### config.mk
export PLATFORM = sky130hd
export DESIGN_NAME = cc_pwm_capture
export DESIGN_NICKNAME = d
export VERILOG_FILES = /design/src/rtl/cc_pwm_capture_pkg.sv /design/src/rtl/cc_sync_edge.sv /design/src/rtl/cc_pwm_capture.sv
export SDC_FILE = /design/constraint.sdc
export NUM_CORES = 1
export LEC_CHECK = 0
export BUFFER_PORTS_ARGS = -buffer_cell sky130_fd_sc_hd__buf_2
export CAP_MARGIN = 10
export CORE_UTILIZATION = 40
export DETAILED_ROUTE_END_ITERATION = 10
export PLACE_DENSITY_LB_ADDON = 0.12
export SKIP_CTS_REPAIR_TIMING = 1
export SLEW_MARGIN = 20
export SYNTH_ARGS = -nofsm -noshare
export SYNTH_HDL_FRONTEND = slang
export SYNTH_SLANG_ARGS = --single-unit
### constraint.sdc
create_clock -name CC_PWMCAPTURE_CLOCK_50 -period 3.4 [get_ports CC_PWMCAPTURE_CLOCK_50]
set_clock_uncertainty 0.2 [all_clocks]
set_input_delay 0.68 -clock CC_PWMCAPTURE_CLOCK_50 [delete_from_list [all_inputs] [get_ports CC_PWMCAPTURE_CLOCK_50]]
set_output_delay 0.68 -clock CC_PWMCAPTURE_CLOCK_50 [all_outputs]
set_load 0.02 [all_outputs]
### src/rtl/cc_pwm_capture_pkg.sv
// Shared types and constants for the PWM capture block: FSM state encoding
// and the all-ones saturation constant that each instance slices to its width.
package cc_pwm_capture_pkg;

    typedef enum logic [2:0] {
        IDLE = 3'd0,
        ARM  = 3'd1,
        HIGH = 3'd2,
        LOW  = 3'd3,
        DONE = 3'd4
    } state_t;

    localparam int          SAT_MAX_W = 64;
    localparam logic [SAT_MAX_W-1:0] SAT_ALL = {SAT_MAX_W{1'b1}};

endpackage

### src/rtl/cc_sync_edge.sv
// Multi-flop synchronizer for an asynchronous pin followed by an edge register;
// rise_Out/fall_Out are single-cycle pulses on synchronized transitions.
module cc_sync_edge #(
    parameter int SYNC_STAGES = 2
) (
    input  logic clk,
    input  logic rst_n,
    input  logic pin,
    output logic rise_Out,
    output logic fall_Out
);

    logic [SYNC_STAGES-1:0] sync;
    logic                   last;

    always_ff @(posedge clk or negedge rst_n) begin
        if (!rst_n) begin
            sync <= '0;
            last <= 1'b0;
        end else begin
            sync <= {sync[SYNC_STAGES-2:0], pin};
            last <= sync[SYNC_STAGES-1];
        end
    end

    assign rise_Out = sync[SYNC_STAGES-1] & ~last;
    assign fall_Out = ~sync[SYNC_STAGES-1] & last;

endmodule

### src/rtl/cc_pwm_capture.sv
// PWM pulse decoder: measures high time and period in clock cycles and hands
// results out over valid/ack. Define CC_PWMCAPTURE_COMPARE_EN for the threshold comparator.
module cc_pwm_capture
    import cc_pwm_capture_pkg::*;
#(
    parameter int NUMBER_DATAWIDTH = 16,
    parameter int SYNC_STAGES      = 2
) (
    input  logic                        CC_PWMCAPTURE_CLOCK_50,
    input  logic                        CC_PWMCAPTURE_RESET_InLow,
    input  logic                        CC_PWMCAPTURE_enable_In,
    input  logic                        CC_PWMCAPTURE_pwm_In,
    input  logic                        CC_PWMCAPTURE_ack_In,
    input  logic [NUMBER_DATAWIDTH-1:0] CC_PWMCAPTURE_threshold_InBUS,
    output logic [NUMBER_DATAWIDTH-1:0] CC_PWMCAPTURE_high_OutBUS,
    output logic [NUMBER_DATAWIDTH-1:0] CC_PWMCAPTURE_period_OutBUS,
    output logic                        CC_PWMCAPTURE_valid_Out,
    output logic                        CC_PWMCAPTURE_overflow_Out,
    output logic                        CC_PWMCAPTURE_above_Out
);

    localparam int            W   = NUMBER_DATAWIDTH;
    localparam logic [W-1:0]  SAT = SAT_ALL[W-1:0];

    state_t         state;
    logic [W-1:0]   cnt;
    logic           rise;
    logic           fall;

    // Counter increment that sticks at all-ones instead of wrapping.
    function automatic logic [W-1:0] sat_inc(input logic [W-1:0] v);
        return (v == SAT) ? SAT : v + W'(1);
    endfunction

    cc_sync_edge #(
        .SYNC_STAGES (SYNC_STAGES)
    ) u_sync_edge (
        .clk      (CC_PWMCAPTURE_CLOCK_50),
        .rst_n    (CC_PWMCAPTURE_RESET_InLow),
        .pin      (CC_PWMCAPTURE_pwm_In),
        .rise_Out (rise),
        .fall_Out (fall)
    );

    // One counter runs from the start rise: its value at the fall is the high
    // time and at the next rise is the period.
    always_ff @(posedge CC_PWMCAPTURE_CLOCK_50 or negedge CC_PWMCAPTURE_RESET_InLow) begin
        if (!CC_PWMCAPTURE_RESET_InLow) begin
            state                       <= IDLE;
            cnt                         <= '0;
            CC_PWMCAPTURE_high_OutBUS   <= '0;
            CC_PWMCAPTURE_period_OutBUS <= '0;
            CC_PWMCAPTURE_valid_Out     <= 1'b0;
            CC_PWMCAPTURE_overflow_Out  <= 1'b0;
        end else if (!CC_PWMCAPTURE_enable_In) begin
            state                   <= IDLE;
            CC_PWMCAPTURE_valid_Out <= 1'b0;
        end else begin
            case (state)
                IDLE: state <= ARM;
                ARM: begin
                    if (rise) begin
                        state <= HIGH;
                        cnt   <= W'(1);
                    end
                end
                HIGH: begin
                    if (cnt == SAT) begin
                        state                       <= DONE;
                        CC_PWMCAPTURE_high_OutBUS   <= SAT;
                        CC_PWMCAPTURE_period_OutBUS <= SAT;
                        CC_PWMCAPTURE_overflow_Out  <= 1'b1;
                        CC_PWMCAPTURE_valid_Out     <= 1'b1;
                    end else if (fall) begin
                        state                     <= LOW;
                        CC_PWMCAPTURE_high_OutBUS <= cnt;
                        cnt                       <= sat_inc(cnt);
                    end else begin
                        cnt <= sat_inc(cnt);
                    end
                end
                LOW: begin
                    if (cnt == SAT) begin
                        state                       <= DONE;
                        CC_PWMCAPTURE_period_OutBUS <= SAT;
                        CC_PWMCAPTURE_overflow_Out  <= 1'b1;
                        CC_PWMCAPTURE_valid_Out     <= 1'b1;
                    end else if (rise) begin
                        state                       <= DONE;
                        CC_PWMCAPTURE_period_OutBUS <= cnt;
                        CC_PWMCAPTURE_overflow_Out  <= 1'b0;
                        CC_PWMCAPTURE_valid_Out     <= 1'b1;
                    end else begin
                        cnt <= sat_inc(cnt);
                    end
                end
                DONE: begin
                    // A rise arriving with ack is swallowed here, so the next
                    // measurement always needs a fresh rise seen in ARM.
                    if (CC_PWMCAPTURE_ack_In) begin
                        state                   <= ARM;
                        CC_PWMCAPTURE_valid_Out <= 1'b0;
                    end
                end
                default: state <= IDLE;
            endcase
        end
    end

`ifdef CC_PWMCAPTURE_COMPARE_EN
    logic           enter_done;
    logic [W-1:0]   high_next;

    // Mirror the FSM's DONE entry so the compare result lands with valid.
    always_comb begin
        enter_done = 1'b0;
        high_next  = CC_PWMCAPTURE_high_OutBUS;
        if (CC_PWMCAPTURE_enable_In) begin
            case (state)
                HIGH: begin
                    enter_done = (cnt == SAT);
                    high_next  = SAT;
                end
                LOW:     enter_done = (cnt == SAT) || rise;
                default: enter_done = 1'b0;
            endcase
        end
    end

    always_ff @(posedge CC_PWMCAPTURE_CLOCK_50 or negedge CC_PWMCAPTURE_RESET_InLow) begin
        if (!CC_PWMCAPTURE_RESET_InLow) begin
            CC_PWMCAPTURE_above_Out <= 1'b0;
        end else if (enter_done) begin
            CC_PWMCAPTURE_above_Out <= (high_next > CC_PWMCAPTURE_threshold_InBUS);
        end
    end
`else
    logic unused_threshold;
    assign unused_threshold        = ^CC_PWMCAPTURE_threshold_InBUS;
    assign CC_PWMCAPTURE_above_Out = 1'b0;
`endif

endmodule

==> results of run 1 <==
-- routing by layer --
metal / GRT usage / share of wire / vias to the layer above
met5: 0 / 0 / -
met4: 0.04622 / 0.0099 / 0
met1: 0.2492 / 0.50 / 1008
met2: 0.2786 / 0.46 / 47
met3: 0.03210 / 0.031 / 6
li1: - / - / 957
-- how the worst min path moves through the flow --
stage	slack, ps	endpoint	from
after floorplan	130	u_sync_edge.sync[1]	u_sync_edge.sync[0]
after global placement	130	u_sync_edge.sync[1]	u_sync_edge.sync[0]
after detailed placement	140	u_sync_edge.sync[1]	u_sync_edge.sync[0]
after CTS	160	u_sync_edge.sync[1]	u_sync_edge.sync[0]
after global routing	160	u_sync_edge.sync[1]	u_sync_edge.sync[0]
final	160	u_sync_edge.sync[1]	u_sync_edge.sync[0]
-- cells by family (layout without fill, tap and decap cells) --
| group | Yosys count | in the layout | share of synthesized area |
|---|---|---|---|
| buffers and inverters | 36 | 73 | 0.06363 |
| multiplexers | 31 | 31 | 0.1232 |
| AND/OR/NAND/NOR | 80 | 80 | 0.1768 |
| XOR/XNOR | 4 | 4 | 0.01273 |
| other | 1 | 1 | 0.001362 |
| adder cells (fa/ha/maj) | 1 | 1 | 0.004545 |
| AO/OA/AOI/OAI | 39 | 39 | 0.1086 |
| flip-flops | 56 | 56 | 0.5091 |
-- critical path, cell delays in order, from the launching register on --
cell and delay (ps):
dfrtp_1 510, ha_1 360, nand4_4 170, or4_4 660, a21oi_4 260, buf_4 290, mux2i_1 200
-- power by group --
part / total, mW / switching (mW) / internal [mW]
Combinational: 0.209 / 0.126 / 0.0830
Clock: 0.379 / 0.231 / 0.148
Sequential: 0.787 / 0.0692 / 0.718
Total: 1.38 / 0.426 / 0.949
-- synth_stat cells, types with 2 or more instances --
library cell / n
nor2b_1: 2
nand3b_1: 2
nand2b_1: 5
and2_1: 3
clkbuf_1: 4
dfrtp_1: 56
mux2_2: 15
nand2_1: 10
nand4_1: 5
nor2_1: 19
nand3_1: 5
a31oi_1: 6
o21ai_0: 9
a21oi_1: 3
nand4_4: 2
o21a_1: 2
mux2i_1: 14
nor3_1: 6
a22o_1: 2
mux2_4: 2
inv_1: 20
buf_2: 6
nor4_1: 6
buf_4: 2
and3_1: 2
or3_1: 2
xnor2_1: 3
a221o_1: 7
-- state kept, by name, indices dropped and copies added (netlist names) --
name / count
CC_PWMCAPTURE_high_OutBUS: 16
CC_PWMCAPTURE_overflow_Out: 1
cnt: 16
CC_PWMCAPTURE_period_OutBUS: 16
CC_PWMCAPTURE_valid_Out: 1
state: 3
u_sync_edge.sync: 2
u_sync_edge.last: 1
-- per-stage QoR --
stage	cell area [µm²]	setup WS (ps)
2_1_floorplan	2753	968.9
3_3_place_gp	2992	692.4
3_5_place_dp	2992	680.9
4_1_cts	3083	672.7
5_1_grt	3083	534.5
6_report	3083	693.5
-- final cells by class --
class,count,area share
well taps,77,0.03125
inverters,20,0.02435
repair buffers,45,0.07873
clock inverters,3,0.007305
flip-flops and latches,56,0.4545
multi-input cells,156,0.3815
clock buffers,5,0.02232
==> results_tabular.tex, run 1 <==
\begin{tabular}{lr}
\hline
Metric & Value \\
\hline
\multicolumn{2}{l}{\textbf{Status}} \\
Status & finished, violations left \\
Violated checks & DRC \\
\multicolumn{2}{l}{\textbf{Clock tree}} \\
CTS sink cnt & 56 \\
Clock transition time at the flip-flop clock pins of the worst setup and hold paths & roughly 100 ps \\
CTS Buf Count & 5 \\
TritonCTS clock tree & done \\
H-tree Lvls & 2 \\
Buffer levels on the longest clock path & 2 \\
Cell chosen for the clock root & clkbuf\_8 \\
Clock insertion delay at the later pin of the skew report & 320 ps \\
\multicolumn{2}{l}{\textbf{STA}} \\
Worst hold slack & 159.5 ps \\
Number of hold-slack violations in the final timing report & 0 \\
Actual slew at the worst max-slew pin & 727.3 ps \\
Total negative slack for setup checks & 0 ps \\
Setup repair after global routing missed its margin & no \\
Final min period & between 2000 and 3000 ps \\
Max\_slew headroom & 0.5151 \\
Count of endpoints failing setup in the final report & 0 \\
Max-slew violation count & 0 \\
Max Clk Rate & around 0.37 GHz \\
Tcrit/Tclk final & 0.7960 \\
\multicolumn{2}{l}{\textbf{Synthesis}} \\
Yosys warnings & 0 \\
Gate count of the mapped netlist & 248 \\
Netlist cell types & 56 \\
Per-instance average area after synthesis & 11.10 µm² \\
Cell area after technology mapping & 0.002753 mm² \\
Top\_reg\_cell synth & dfrtp\_1 \\
Post-synth EDFFs & 0 \\
Top-area cell type share of the netlist area & 0.5091 \\
Seq/Total Area, Yosys & 0.5091 \\
Register bit total from synthesis & 56 \\
Cell type contributing the most total cell area after synthesis & dfrtp\_1 \\
Proportion of synthesized flip-flops having asynchronous set or reset & 1.000 \\
Largest cells by area after synthesis & dfrtp\_1 51\%, mux2\_2 6.1\%, mux2i\_1 5.1\% \\
Post-synth net total & 270 \\
\multicolumn{2}{l}{\textbf{GRT}} \\
Global-route wire length before repair & 9867 µm \\
Via count of the first global-routing pass & approximately 1900 \\
Antenna violations before repair & 0 \\
GRT Util Overall & 0.1758 \\
Total gr overflow & 0 \\
Maximum number of pins on one net before global-route repair & 33 \\
\multicolumn{2}{l}{\textbf{Drt}} \\
Average detailed-routed wire length per instance & 16.42 µm \\
Avg Vias per Cell & 5.575 \\
Initial DRC count & $\sim$160 \\
First-pass detailed-route iteration total & 7 \\
Final wirelength & 5944 µm \\
Number of nets still failing antenna checks after routing & 0 \\
Count of unresolved DRC violations after routing & 4 \\
Count of vias placed by the detailed router & approximately 2000 \\
\multicolumn{2}{l}{\textbf{Critical path}} \\
Worst Path Arrival & between 2000 and 3000 ps \\
Reg2Reg Setup Slack & between 600 and 700 ps \\
Category of the worst setup path capture point & flip-flop \\
Crit path from & cnt[0] \\
Capture point of the worst reg-to-reg path & CC\_PWMCAPTURE\_period\_OutBUS[14] \\
Critical Path Fanout Max & 13 \\
Crit path capture & CC\_PWMCAPTURE\_period\_OutBUS[14] \\
Register-to-Register Path Depth & 6 \\
Worst setup SP type & flip-flop \\
Start-to-end type of the worst setup path & flip-flop to flip-flop \\
Endpoint required time on the critical path & roughly 3400 ps \\
Origin of the critical flop-to-flop path & cnt[0] \\
\multicolumn{2}{l}{\textbf{Placed design}} \\
Total instance count after detailed placement & around 350 \\
Number of input and output port buffers inserted & 38 \\
Final weighted congestion of routability-driven global placement & $\sim$0.85 \\
Detailed placement HPWL & $\sim$4200 µm \\
\multicolumn{2}{l}{\textbf{Layout}} \\
Leading cell type in the layout, fill and taps excluded & dfrtp\_1 \\
Antenna diode count & 0 \\
Signed area change from the synthesized netlist to the final layout & 12.00\% \\
Count of nets after finishing & approximately 300 \\
Fraction of layout cells with a size suffix above 1 & 0.2877 \\
Area used by multi-input combinational logic & about 0.0012 mm² \\
Layout filler cell count & 655 \\
Share of the core filled with cells & 0.4747 \\
Area of all sequential standard cells & approximately 0.0014 mm² \\
Most frequent cells in the layout & 56 x dfrtp\_1, 38 x buf\_2, 20 x inv\_1 \\
Fin cells & approximately 360 \\
\multicolumn{2}{l}{\textbf{Worst hold path}} \\
Cells on Worst Hold Path & 0 \\
Worst min-delay path class & flip-flop to flip-flop \\
\multicolumn{2}{l}{\textbf{Die}} \\
Number of ports placed on the die boundary & 56 \\
Width of the die & around 85 µm \\
Number of rows created at floorplan & 29 \\
Total Die Area & between 0.007 and 0.008 mm² \\
Core Footprint & roughly 0.0065 mm² \\
Die Span Y & about 85 µm \\
Effective utilization at floorplan & 0.4238 \\
\multicolumn{2}{l}{\textbf{Power and ir drop}} \\
Peak supply drop & 256.2 µV \\
Cell area power density & approximately 450 mW/mm² \\
Sum of internal, switching and leakage power & about 1.4 mW \\
Leakage Power & 1.524 nW \\
\multicolumn{2}{l}{\textbf{Job}} \\
Reported max-cap violation count & 0 \\
\hline
\end{tabular}
No activity file was read; power rests on OpenSTA's default activity.
==> run 2, diff against run 1 <==
clock period = 2.7 ns   (was 3.4 ns; I/O delays follow)
==> results_tabular.tex, run 2 (synthesis gave the netlist of run 1 again) <==
\begin{tabular}{lr}
\hline
Metric & Value \\
\hline
\multicolumn{2}{l}{\textbf{STA}} \\
Total negative slack for setup checks & 0 ps (unchanged) \\
Max Clk Rate & 0.4001 GHz (was 0.3695 GHz) \\
Max\_slew headroom & 0.5988 (was 0.5151) \\
Count of endpoints failing setup in the final report & 0 (unchanged) \\
Actual slew at the worst max-slew pin & 601.8 ps (was 727.3 ps) \\
Final min period & 2500 ps (was 2707 ps) \\
Setup repair after global routing missed its margin & no (unchanged) \\
Tcrit/Tclk final & 0.9258 (was 0.7960) \\
Number of hold-slack violations in the final timing report & 0 (unchanged) \\
Max-slew violation count & 0 (unchanged) \\
\multicolumn{2}{l}{\textbf{Power and ir drop}} \\
Sum of internal, switching and leakage power & 1.853 mW (was 1.375 mW) \\
Peak supply drop & 277.3 µV (was 256.2 µV) \\
Cell area power density & 574.0 mW/mm² (was 446.1 mW/mm²) \\
Leakage Power & 1.608 nW (was 1.524 nW) \\
\multicolumn{2}{l}{\textbf{Clock tree}} \\
Clock transition time at the flip-flop clock pins of the worst setup and hold paths & 100 ps (about the same) \\
CTS Buf Count & 5 (unchanged) \\
Cell chosen for the clock root & clkbuf\_8 (unchanged) \\
TritonCTS clock tree & done (unchanged) \\
CTS sink cnt & 56 (unchanged) \\
Buffer levels on the longest clock path & 2 (unchanged) \\
H-tree Lvls & 2 (unchanged) \\
Clock insertion delay at the later pin of the skew report & 310 ps (was 320 ps) \\
\multicolumn{2}{l}{\textbf{Layout}} \\
Largest registers & CC\_PWMCAPTURE\_high\_OutBUS (16), CC\_PWMCAPTURE\_period\_OutBUS (16), cnt (16) (unchanged) \\
Antenna diode count & 0 (unchanged) \\
Signed area change from the synthesized netlist to the final layout & 17.27\% (was 12.00\%) \\
Leading cell type in the layout, fill and taps excluded & dfrtp\_1 (unchanged) \\
Layout filler cell count & 616 (was 655) \\
Share of the core filled with cells & 0.4970 (was 0.4747) \\
Fin cells & 374 (was 362) \\
Count of nets after finishing & 318 (was 306) \\
Most frequent cells in the layout & 56 x dfrtp\_1, 38 x buf\_2, 20 x inv\_1 (unchanged) \\
Fraction of layout cells with a size suffix above 1 & 0.3165 (was 0.2877) \\
\multicolumn{2}{l}{\textbf{Die}} \\
Effective utilization at floorplan & 0.4238 (unchanged) \\
Number of rows created at floorplan & 29 (unchanged) \\
Width of the die & 84.96 µm (unchanged) \\
Total Die Area & 0.007217 mm² (unchanged) \\
Core Footprint & 0.006495 mm² (unchanged) \\
Number of ports placed on the die boundary & 56 (unchanged) \\
Die Span Y & 84.96 µm (unchanged) \\
\multicolumn{2}{l}{\textbf{GRT}} \\
Global-route wire length before repair & 9956 µm (was 9867 µm) \\
Total gr overflow & 0 (unchanged) \\
Maximum number of pins on one net before global-route repair & 32 (was 33) \\
Antenna violations before repair & 0 (unchanged) \\
Via count of the first global-routing pass & 2059 (was 1859) \\
GRT Util Overall & 0.1794 (was 0.1758) \\
\multicolumn{2}{l}{\textbf{Worst hold path}} \\
Worst min-delay path class & primary input to asynchronous set/reset pin (was flip-flop to flip-flop) \\
\multicolumn{2}{l}{\textbf{Drt}} \\
Avg Vias per Cell & 5.527 (was 5.575) \\
Met2 wire len & 2789 µm (was 2732 µm) \\
Topmost layer with routed signal wires & met4 (unchanged) \\
Count of unresolved DRC violations after routing & 4 (unchanged) \\
Detailed-routing wirelength on met1 & 2767 µm (was 2965 µm) \\
Initial DRC count & 86 (was 159) \\
Number of nets still failing antenna checks after routing & 0 (unchanged) \\
Count of vias placed by the detailed router & 2067 (was 2018) \\
First-pass detailed-route iteration total & 7 (unchanged) \\
Average detailed-routed wire length per instance & 15.78 µm (was 16.42 µm) \\
Final wirelength & 5902 µm (was 5944 µm) \\
WL met3 & 256 µm (was 186 µm) \\
\multicolumn{2}{l}{\textbf{Critical path}} \\
Category of the worst setup path capture point & flip-flop (unchanged) \\
Register-to-Register Path Depth & 6 (unchanged) \\
Reg2Reg Setup Slack & 200 ps (was 690 ps) \\
Crit path capture & CC\_PWMCAPTURE\_period\_OutBUS[13] (was CC\_PWMCAPTURE\_period\_OutBUS[14]) \\
Capture point of the worst reg-to-reg path & CC\_PWMCAPTURE\_period\_OutBUS[13] (was CC\_PWMCAPTURE\_period\_OutBUS[14]) \\
Critical Path Fanout Max & 14 (was 13) \\
Start-to-end type of the worst setup path & flip-flop to flip-flop (unchanged) \\
Worst setup SP type & flip-flop (unchanged) \\
Endpoint required time on the critical path & 2730 ps (was 3440 ps) \\
Origin of the critical flop-to-flop path & cnt[0] (unchanged) \\
Worst Path Arrival & 2530 ps (was 2750 ps) \\
Crit path from & cnt[0] (unchanged) \\
\multicolumn{2}{l}{\textbf{Job}} \\
Reported max-cap violation count & 0 (unchanged) \\
\multicolumn{2}{l}{\textbf{Placed design}} \\
Detailed placement HPWL & 4356 µm (was 4174 µm) \\
Total instance count after detailed placement & 366 (was 354) \\
Final weighted congestion of routability-driven global placement & 0.8467 (was 0.8477) \\
Number of input and output port buffers inserted & 38 (unchanged) \\
\multicolumn{2}{l}{\textbf{Status}} \\
Violated checks & DRC (unchanged) \\
Status & finished, violations left (unchanged) \\
\hline
\end{tabular}
==> run 2: cell types whose count changed in the layout (fill, tap and decap cells not counted) <==
cell and change:
inv_6 -1, bufinv_16 +1, clkinv_2 -1, clkbuf_8 +1, buf_4 +10, buf_12 +2
==> run 2: through the flow <==
| stage | setup slack, ps | cell area (µm²) | hold WS, ps |
|---|---|---|---|
| after floorplan | 268.8 | 2753 | 44.41 |
| after global routing | 63.39 | 3228 | 70.81 |
| after CTS | 182.4 | 3228 | 37.13 |
| final | 200.4 | 3228 | 20.37 |
| after detailed placement | 198.1 | 3107 | 141.3 |
| after global placement | 225.3 | 3107 | 134.9 |
==> run 2: critical path, cell delays in order, from the launching register on <==
cell and delay, ps:
dfrtp_1 490, ha_1 260, nand4_4 150, or4_4 650, a21oi_4 280, buf_12 190
mux2i_1 200
==> run 2: final cells by class <==
type / count / area (µm²) / share of cell area
flip-flops and latches: 56 / 1401 / 0.4341
multi-input cells: 156 / 1176 / 0.3643
repair buffers: 57 / 357.8 / 0.1109
inverters: 20 / 75.07 / 0.02326
well taps: 77 / 96.34 / 0.02984
clock inverters: 2 / 38.79 / 0.01202
clock buffers: 6 / 82.58 / 0.02558
==> run 2: worst min path at each step <==
stage,startpoint,to,slack [ps],cells past startpoint
2_1_floorplan,CC_PWMCAPTURE_RESET_InLow,CC_PWMCAPTURE_high_OutBUS[0],40,0
3_3_place_gp,u_sync_edge.sync[0],u_sync_edge.sync[1],130,0
3_5_place_dp,u_sync_edge.sync[0],u_sync_edge.sync[1],140,0
4_1_cts,CC_PWMCAPTURE_RESET_InLow,CC_PWMCAPTURE_period_OutBUS[11],40,1
5_1_grt,CC_PWMCAPTURE_RESET_InLow,CC_PWMCAPTURE_period_OutBUS[11],70,1
6_report,CC_PWMCAPTURE_RESET_InLow,CC_PWMCAPTURE_period_OutBUS[11],20,1
==> run 2: routing by layer <==
metal  track usage  up-vias
li1              -      978
met1        0.2404     1030
met2        0.2903       53
met3       0.03113        6
met4       0.07088        0
met5             0        -
==> run 2: report_power, final <==
group          internal (mW)  total [mW]  switching, mW
combinational          0.125       0.313          0.188
sequential             0.905       0.965         0.0605
clock                  0.304       0.575          0.271
total                   1.33        1.85          0.520
